`src/rtl/io_port_unit.sv`:
```
// I/O port responder for IN/OUT instructions: input and output FIFOs toward the device,
// pipeline stall while a request waits, and a bounded wait that aborts with an error flag.
//
// state | meaning
// IDLE  | no pending request; serviceable requests complete with zero latency
// WAIT  | request pending and stalled; wait counter running
// ABORT | one-cycle abort: read returns all-ones, write dropped, timeout_err set
module io_port_unit #(
    parameter int WIDTH     = 16,
    parameter int IN_DEPTH  = 4,
    parameter int OUT_DEPTH = 4,
    parameter int TIMEOUT   = 16
) (
    input  logic             clk,
    input  logic             reset,
    input  logic             io_en,
    input  logic             io_rd,
    input  logic             io_wr,
    input  logic [WIDTH-1:0] io_wdata,
    output logic [WIDTH-1:0] io_rdata,
    output logic             io_stall,
    input  logic             in_valid,
    input  logic [WIDTH-1:0] in_data,
    output logic             in_ready,
    output logic             out_valid,
    output logic [WIDTH-1:0] out_data,
    input  logic             out_ready,
    output logic             timeout_err,
    output logic             proto_err
);

    localparam int IN_AW  = $clog2(IN_DEPTH);
    localparam int OUT_AW = $clog2(OUT_DEPTH);
    localparam int TW     = $clog2(TIMEOUT + 1);

    typedef enum logic [1:0] {S_IDLE, S_WAIT, S_ABORT} state_e;

    state_e            state_q, state_d;
    logic [TW-1:0]     cnt_q, cnt_d;
    logic              timeout_err_q, timeout_err_d;
    logic              proto_err_q, proto_err_d;

    logic [WIDTH-1:0]  in_mem_q [IN_DEPTH];
    logic [WIDTH-1:0]  in_mem_d [IN_DEPTH];
    logic [IN_AW-1:0]  in_wptr_q, in_wptr_d, in_rptr_q, in_rptr_d;
    logic [IN_AW:0]    in_cnt_q, in_cnt_d;

    logic [WIDTH-1:0]  out_mem_q [OUT_DEPTH];
    logic [WIDTH-1:0]  out_mem_d [OUT_DEPTH];
    logic [OUT_AW-1:0] out_wptr_q, out_wptr_d, out_rptr_q, out_rptr_d;
    logic [OUT_AW:0]   out_cnt_q, out_cnt_d;

    logic in_empty, in_full, out_empty, out_full;
    logic in_push, in_pop, out_push, out_pop;
    logic req, req_rd, req_wr, serv;
    logic [WIDTH-1:0] in_head;

    assign in_empty  = (in_cnt_q == '0);
    assign in_full   = (in_cnt_q == (IN_AW + 1)'(IN_DEPTH));
    assign out_empty = (out_cnt_q == '0);
    assign out_full  = (out_cnt_q == (OUT_AW + 1)'(OUT_DEPTH));

    assign in_ready  = ~in_full;
    assign out_valid = ~out_empty;
    assign in_head   = in_mem_q[in_rptr_q];
    assign out_data  = out_empty ? '0 : out_mem_q[out_rptr_q];

    assign in_push = in_valid & in_ready;
    assign out_pop = out_valid & out_ready;

    // Simultaneous rd & wr is treated as a read; the write is dropped.
    assign req    = io_en & (io_rd | io_wr);
    assign req_rd = io_en & io_rd;
    assign req_wr = io_en & io_wr & ~io_rd;
    assign serv   = req_rd ? ~in_empty : (req_wr & ~out_full);

    // FSM: state register
    always_ff @(posedge clk) begin
        if (reset) begin
            state_q <= S_IDLE;
            cnt_q   <= '0;
        end else begin
            state_q <= state_d;
            cnt_q   <= cnt_d;
        end
    end

    // FSM: next state
    always_comb begin
        state_d = state_q;
        cnt_d   = cnt_q;
        case (state_q)
            S_WAIT: begin
                if (!req || serv) begin
                    state_d = S_IDLE;
                    cnt_d   = '0;
                end else if (cnt_q == TW'(TIMEOUT - 1)) begin
                    state_d = S_ABORT;
                    cnt_d   = TW'(TIMEOUT);
                end else begin
                    cnt_d = cnt_q + 1'b1;
                end
            end
            S_ABORT: begin
                state_d = S_IDLE;
                cnt_d   = '0;
            end
            default: begin
                if (req && !serv) begin
                    state_d = S_WAIT;
                    cnt_d   = TW'(1);
                end
            end
        endcase
    end

    // FSM: outputs
    always_comb begin
        io_stall = 1'b0;
        io_rdata = '0;
        in_pop   = 1'b0;
        out_push = 1'b0;
        case (state_q)
            S_ABORT: begin
                if (req_rd) io_rdata = '1;
            end
            default: begin
                if (req) begin
                    if (serv) begin
                        in_pop   = req_rd;
                        out_push = req_wr;
                        if (req_rd) io_rdata = in_head;
                    end else begin
                        io_stall = 1'b1;
                    end
                end
            end
        endcase
    end

    always_comb begin
        in_mem_d  = in_mem_q;
        in_wptr_d = in_wptr_q;
        in_rptr_d = in_rptr_q;
        in_cnt_d  = in_cnt_q;
        if (in_push) begin
            in_mem_d[in_wptr_q] = in_data;
            in_wptr_d = in_wptr_q + 1'b1;
        end
        if (in_pop) in_rptr_d = in_rptr_q + 1'b1;
        case ({in_push, in_pop})
            2'b10:   in_cnt_d = in_cnt_q + 1'b1;
            2'b01:   in_cnt_d = in_cnt_q - 1'b1;
            default: in_cnt_d = in_cnt_q;
        endcase
    end

    always_comb begin
        out_mem_d  = out_mem_q;
        out_wptr_d = out_wptr_q;
        out_rptr_d = out_rptr_q;
        out_cnt_d  = out_cnt_q;
        if (out_push) begin
            out_mem_d[out_wptr_q] = io_wdata;
            out_wptr_d = out_wptr_q + 1'b1;
        end
        if (out_pop) out_rptr_d = out_rptr_q + 1'b1;
        case ({out_push, out_pop})
            2'b10:   out_cnt_d = out_cnt_q + 1'b1;
            2'b01:   out_cnt_d = out_cnt_q - 1'b1;
            default: out_cnt_d = out_cnt_q;
        endcase
    end

    always_comb begin
        timeout_err_d = timeout_err_q | (state_q == S_ABORT);
        proto_err_d   = proto_err_q | (io_en & io_rd & io_wr);
    end

    always_ff @(posedge clk) begin
        if (reset) begin
            for (int i = 0; i < IN_DEPTH; i++) in_mem_q[i] <= '0;
            for (int i = 0; i < OUT_DEPTH; i++) out_mem_q[i] <= '0;
            in_wptr_q     <= '0;
            in_rptr_q     <= '0;
            in_cnt_q      <= '0;
            out_wptr_q    <= '0;
            out_rptr_q    <= '0;
            out_cnt_q     <= '0;
            timeout_err_q <= 1'b0;
            proto_err_q   <= 1'b0;
        end else begin
            in_mem_q      <= in_mem_d;
            out_mem_q     <= out_mem_d;
            in_wptr_q     <= in_wptr_d;
            in_rptr_q     <= in_rptr_d;
            in_cnt_q      <= in_cnt_d;
            out_wptr_q    <= out_wptr_d;
            out_rptr_q    <= out_rptr_d;
            out_cnt_q     <= out_cnt_d;
            timeout_err_q <= timeout_err_d;
            proto_err_q   <= proto_err_d;
        end
    end

    assign timeout_err = timeout_err_q;
    assign proto_err   = proto_err_q;

endmodule

```
`config.mk`:
```
export PLATFORM = sky130hd
export DESIGN_NAME = io_port_unit
export DESIGN_NICKNAME = d
export VERILOG_FILES = /design/src/rtl/io_port_unit.sv
export SDC_FILE = /design/constraint.sdc
export NUM_CORES = 1
export LEC_CHECK = 0
export CAP_MARGIN = 10
export CELL_PAD_IN_SITES_DETAIL_PLACEMENT = 0
export CELL_PAD_IN_SITES_GLOBAL_PLACEMENT = 1
export CORE_UTILIZATION = 28
export DETAILED_ROUTE_END_ITERATION = 10
export PLACE_DENSITY = 0.64
export SYNTH_ARGS = -nofsm -noshare
export SYNTH_HDL_FRONTEND = slang
export SYNTH_SLANG_ARGS = --single-unit
export TNS_END_PERCENT = 20
```
`constraint.sdc`:
```
create_clock -name clk -period 5 [get_ports clk]
set_clock_uncertainty 0.2 [all_clocks]
set_input_delay 0.5 -clock clk [delete_from_list [all_inputs] [get_ports clk]]
set_output_delay 0.5 -clock clk [all_outputs]
set_load 0.01 [all_outputs]
```
==> flow_summary.toml, run 1 <==
[critical_path]
cp.required_ns = 4.30
setup.worst_path.end_class = "output pin"
critPathLaunchType = "register"
crit_path_max_fanout = 16
path_class = "register to output pin"
critPathArrivalTime_ns = 2.77

[floorplan]
dieArea_um2 = 24800
die_w_um = 158
io_pins = 76
start_util_pct = 28.7
num_rows = 56
design.core.area_um2 = 23600
die_h_um = 158

[global_route]
antenna_found_initial = 0
grt_max_degree = 96
grt_pass1_wl_mm = 26.9
grt.overflow.total = 0
grt_usage_pct = 14.2
grt_pass1_vias = 5017

[cells_and_area]
finish.utilization_pct = 35.3
nets = 836
antennaDiodeCount = 0
syn2layout_area_growth_pct = 22.9
layout-drive-gt1-share_pct = 9.70
post_layout_nonfiller_instances = 1113

[cts]
numCtsBuffers = 17
postCtsSetupBuffers = 0
cts_tree = "yes"
htree_levels = 4
ctsLongestPathBuffers = 2
clk_pin_slew_worst_paths_ns = 0.06
cts_hold_buf = 0
cts-root-buf = "clkbuf_16"
cts_resized = 0
clock-sinks = 151
clk_latency_ns = 0.42

[timing]
slew_viol_final = 0
rsz0062_at_grt = "false"
fin_setup_tns_ns = 0
max_freq_ghz = 0.289
max_slew_margin_pct = 30.3
period_needed_ns = 3.47
hold_slack_ns = 0.253
finalHoldViolCount = 0
setup-violations-final = 0
worstMarginPinSlew_ns = 1.05
period_share_pct = 69.3

[synth]
yosys_warnings = 0
async_flop_share_pct = 0
synth_ff_type = "dfxtp_1"
ys_seq_elements = 151
synth_nets = 787
synth_cell_types = 39
ys_seq_area_share_pct = 44.6
synth_edf_count = 0
netlist_area_um2 = 6770
synthCells = 732
avgSynthCellArea_um2 = 9.25

[detailed_routing]
drtIter0Drc = 250
ant_nets = 0
vias = 5066
wire_per_inst_um = 15.0
routed_via_density = 4.55
wl_mm = 16.6
drc_errors = 0
firstDrtPassIters = 4

[power_and_ir_drop]
ir_worst_vdd_mv = 0.158
power.density_nw_per_um2 = 372
cellLeakagePower_uw = 0.00332

[hold_path]
min_path_type = "register to register"

[placement]
dp_cells = 1081
portBuffers = 75
post-dp-hpwl_mm = 10.2
place_congestion = 0.692

[status]
status = "completed"

[job]
maxCapViolCount = 0
==> final timing paths <==
check                                                from                         to  slack [ns]  cells past startpoint
worst max-delay path              state_q[0]$_SDFFE_PP0P_                io_rdata[8]        1.53                      5
worst min-delay path            in_mem_q[27]$_SDFFE_PP0P_  in_mem_q[27]$_SDFFE_PP0P_        0.25                      2
worst max register to register   in_cnt_q[0]$_SDFFE_PP0P_   in_cnt_q[2]$_SDFFE_PP0P_        2.20                     10
worst min register to register  in_mem_q[27]$_SDFFE_PP0P_  in_mem_q[27]$_SDFFE_PP0P_        0.25                      2
==> state kept, by name (all words and copies together) (netlist names) <==
signal and count:
in_wptr_q 2, proto_err 1, out_cnt_q 3, out_wptr_q 2, out_mem_q 64, timeout_err 1, in_rptr_q 2, cnt_q 5
state_q 2, in_mem_q 64, in_cnt_q 3, out_rptr_q 2
==> metal layers <==
layer / GRT usage (%) / wire (um)
met1: 17.8 / 7940
met2: 24.5 / 8030
met3: 2.97 / 529
met4: 3.61 / 138
met5: 0 / 0
==> final cells by class <==
class / instances / area, um^2
Inverter: 30 / 113
Tap cell: 319 / 399
Clock buffer: 18 / 439
Timing Repair Buffer: 80 / 786
Sequential cell: 151 / 3020
Multi-Input combinational cell: 501 / 3430
Clock inverter: 14 / 138
Fill cell: 2466 / 15300
==> cells by family after synthesis <==
group / count (synthesis) / synth area share [%]
and+or+nand+nor: 279 / 18.1
DFF: 151 / 44.6
AOI/OAI and AO/OA: 99 / 7.81
muxes: 96 / 20.1
buffers and inverters: 80 / 4.75
adders and majority gates: 16 / 3.18
xor gates and xnor gates: 11 / 1.42
==> layout by cell type, fill, tap and decap left out, types with 3 or more instances in the layout <==
cell and n:
nand3_2 4, inv_6 6, mux4_2 32, and2_1 17, clkbuf_16 17, or3_1 4
nor2_1 85, o21ai_0 20, clkinv_4 4, ha_1 14, dfxtp_1 151, a21oi_1 71
nor3_1 3, xor2_1 6, mux2i_1 64, buf_4 6, inv_1 30, and3_1 5
clkdlybuf4s50_1 74, xnor2_1 5, nand2_1 134, nand3_1 10
==> through the flow <==
stage,power (uW),worst slack (ns),cell area (um^2)
after floorplan,1700,2.26,6770
after global placement,1880,1.53,7750
after detailed placement,1890,1.52,7750
after CTS,3160,1.45,8330
after global routing,3270,1.27,8330
final,3100,1.53,8330
==> worst max-delay path, cell delays in order, from the launching register on <==
cell,delay (ns)
dfxtp_1,0.32
inv_1,0.06
ha_1,0.35
nand3_1,0.57
o21ai_0,0.41
clkdlybuf4s50_1,0.61
==> where the power goes <==
part	internal [uW]	total (uW)	switching, uW
Combinational	232	537	306
Clock	709	1250	545
Sequential	1260	1310	47.6
Total	2200	3100	898
==> synth_stat cells (3+ instances only) <==
cell type	count	share of area, %
or3_1	4	0.37
and2_1	17	1.6
nand2_1	134	7.4
nand3_1	10	0.74
buf_2	11	0.81
nor2_1	85	4.7
xnor2_1	5	0.65
a21oi_1	71	5.2
nor3_1	3	0.22
and3_1	5	0.46
ha_1	14	2.6
xor2_1	6	0.78
inv_1	30	1.7
nand3_2	4	0.59
mux4_2	32	11
mux2i_1	64	9.5
dfxtp_1	151	45
o21ai_0	20	1.5
clkbuf_1	37	2.1
(Power assumes the default switching activity.)
==> inputs of run 2 (changes only) <==
--- a/config.mk
+++ b/config.mk
@@ -10,7 +10,7 @@
 export CELL_PAD_IN_SITES_GLOBAL_PLACEMENT = 1
 export CORE_UTILIZATION = 28
 export DETAILED_ROUTE_END_ITERATION = 10
-export PLACE_DENSITY = 0.64
+export PLACE_DENSITY = 0.66
 export SYNTH_ARGS = -nofsm -noshare
 export SYNTH_HDL_FRONTEND = slang
 export SYNTH_SLANG_ARGS = --single-unit
==> constraint.sdc (replaced) <==
create_clock -name clk -period 2.9 [get_ports clk]
set_clock_uncertainty 0.2 [all_clocks]
set_input_delay 0.29 -clock clk [delete_from_list [all_inputs] [get_ports clk]]
set_output_delay 0.29 -clock clk [all_outputs]
set_load 0.01 [all_outputs]
==> flow_summary.toml, run 2 (same netlist as run 1, synthesis figures left out) <==
[timing]
finalHoldViolCount = 0
period_share_pct = 96.4
worstMarginPinSlew_ns = 0.573
hold_slack_ns = 0.102
max_slew_margin_pct = 61.4
rsz0062_at_grt = "false"
max_freq_ghz = 0.358
setup-violations-final = 0
period_needed_ns = 2.80
fin_setup_tns_ns = 0
slew_viol_final = 0

[hold_path]
min_path_type = "input port to register"
hold_depth = 2

[cts]
clk_latency_ns = 0.42
ctsLongestPathBuffers = 2
numCtsBuffers = 17
cts-root-buf = "clkbuf_16"
htree_levels = 4
clk_pin_slew_worst_paths_ns = 0.07
cts_hold_buf = 0
clock-sinks = 151
cts_tree = "yes"

[floorplan]
die_w_um = 158
dieArea_um2 = 24800
io_pins = 76
start_util_pct = 28.7
die_h_um = 158
design.core.area_um2 = 23600
num_rows = 56

[critical_path]
critPathLaunchType = "register"
setup.worst_path.end_class = "output pin"
path_class = "register to output pin"
rrSetupSlack_ns = 0.36
critPathArrivalTime_ns = 2.31
timing.rr.start = "state_q[0]$_SDFFE_PP0P_"
cp.required_ns = 2.41
r2r_cells = 11
crit_path_max_fanout = 6
crit_path_end = "io_rdata[8]"
cp-startpoint = "in_rptr_q[0]$_SDFFE_PP0P_"
rr_endpoint = "out_cnt_q[2]$_SDFFE_PP0P_"

[detailed_routing]
routed_via_density = 4.63
wire_per_inst_um = 15.0
firstDrtPassIters = 4
drtIter0Drc = 249
drc_errors = 0
wl_mm = 17.1
vias = 5287
ant_nets = 0

[cells_and_area]
nets = 864
layout_common_cells = "dfxtp_1 (149), nand2_1 (134), nor2_1 (85)"
antennaDiodeCount = 0
top_regs = "in_mem_q: 64 flops, out_mem_q: 64 flops, cnt_q: 5 flops"
layout-drive-gt1-share_pct = 13.3
syn2layout_area_growth_pct = 27.1
layout_commonest_cell = "dfxtp_1"

[global_route]
grt_pass1_vias = 5235
grt.overflow.total = 0
antenna_found_initial = 0
grt_usage_pct = 14.5
grt_pass1_wl_mm = 27.5
grt_max_degree = 73

[job]
maxCapViolCount = 0

[status]
status = "completed"

[power_and_ir_drop]
ir_worst_vdd_mv = 0.343
power.density_nw_per_um2 = 643
cellLeakagePower_uw = 0.00369

[placement]
post-dp-hpwl_mm = 10.7
place_congestion = 0.712
portBuffers = 75
==> run 2: cell types whose count changed in the layout (fill, tap and decap cells not counted), sizes merged <==
cell,change
buf,+28
bufinv,+1
clkdlybuf4s50,-12
clkinv,-4
clkinvlp,+1
dlymetal6s2s,+12
inv,+2
==> run 2: power by group <==
part	switching, uW	internal [uW]	leakage [uW]
registers	74.4	2180	0.00122
logic	551	461	0.00218
clock network	955	1310	0.000287
total	1580	3950	0.00369
==> run 2: worst min path at each step <==
stage | startpoint | endpoint
final | reset | in_wptr_q[0]$_SDFFE_PP0P_
after global routing | reset | in_cnt_q[1]$_SDFFE_PP0P_
after CTS | reset | in_wptr_q[0]$_SDFFE_PP0P_
after detailed placement | in_mem_q[15]$_SDFFE_PP0P_ | in_mem_q[15]$_SDFFE_PP0P_
after global placement | in_mem_q[15]$_SDFFE_PP0P_ | in_mem_q[15]$_SDFFE_PP0P_
after floorplan | in_data[0] | in_mem_q[0]$_SDFFE_PP0P_
==> run 2: critical path: stages (launching register included) <==
cell             delay, ns
dfxtp_2               0.36
buf_4                 0.19
mux4_2                0.33
inv_1                 0.03
o21ai_0               0.35
clkdlybuf4s50_1       0.63
==> run 2: stage by stage <==
step	instances	power, uW	util (%)	instance area (um^2)	setup WS (ns)
2_1_floorplan	732	2930	-	6770	0.196
3_3_place_gp	1109	3320	33.8	7970	0.117
3_5_place_dp	1109	3320	33.8	7970	0.117
4_1_cts	1141	5610	36.3	8570	0.00279
5_1_grt	1141	5830	36.5	8610	0.00170
6_report	1141	5530	36.5	8610	0.103
==> run 2: layer usage <==
metal	part of all wire [%]	GRT usage, %	vias up
met5	0	0	-
met4	1.0	4.44	0
met3	4.3	4.02	12
met2	49	24.9	93
met1	45	17.6	2542
li1	-	-	2640
==> run 2: what timing repair did <==
action	4_1_cts	5_1_grt
buffers inserted	0	0
endpoints found under the setup margin	12	17
gates resized for setup	1	15
==> run 2: cell type report <==
type / count / area, um^2
Timing Repair Buffer: 108 / 1040
Fill cell: 2446 / 15000
Clock inverter: 14 / 160
Multi-Input combinational cell: 501 / 3430
Tap cell: 319 / 399
Clock buffer: 18 / 439
Sequential cell: 151 / 3030
Inverter: 30 / 113
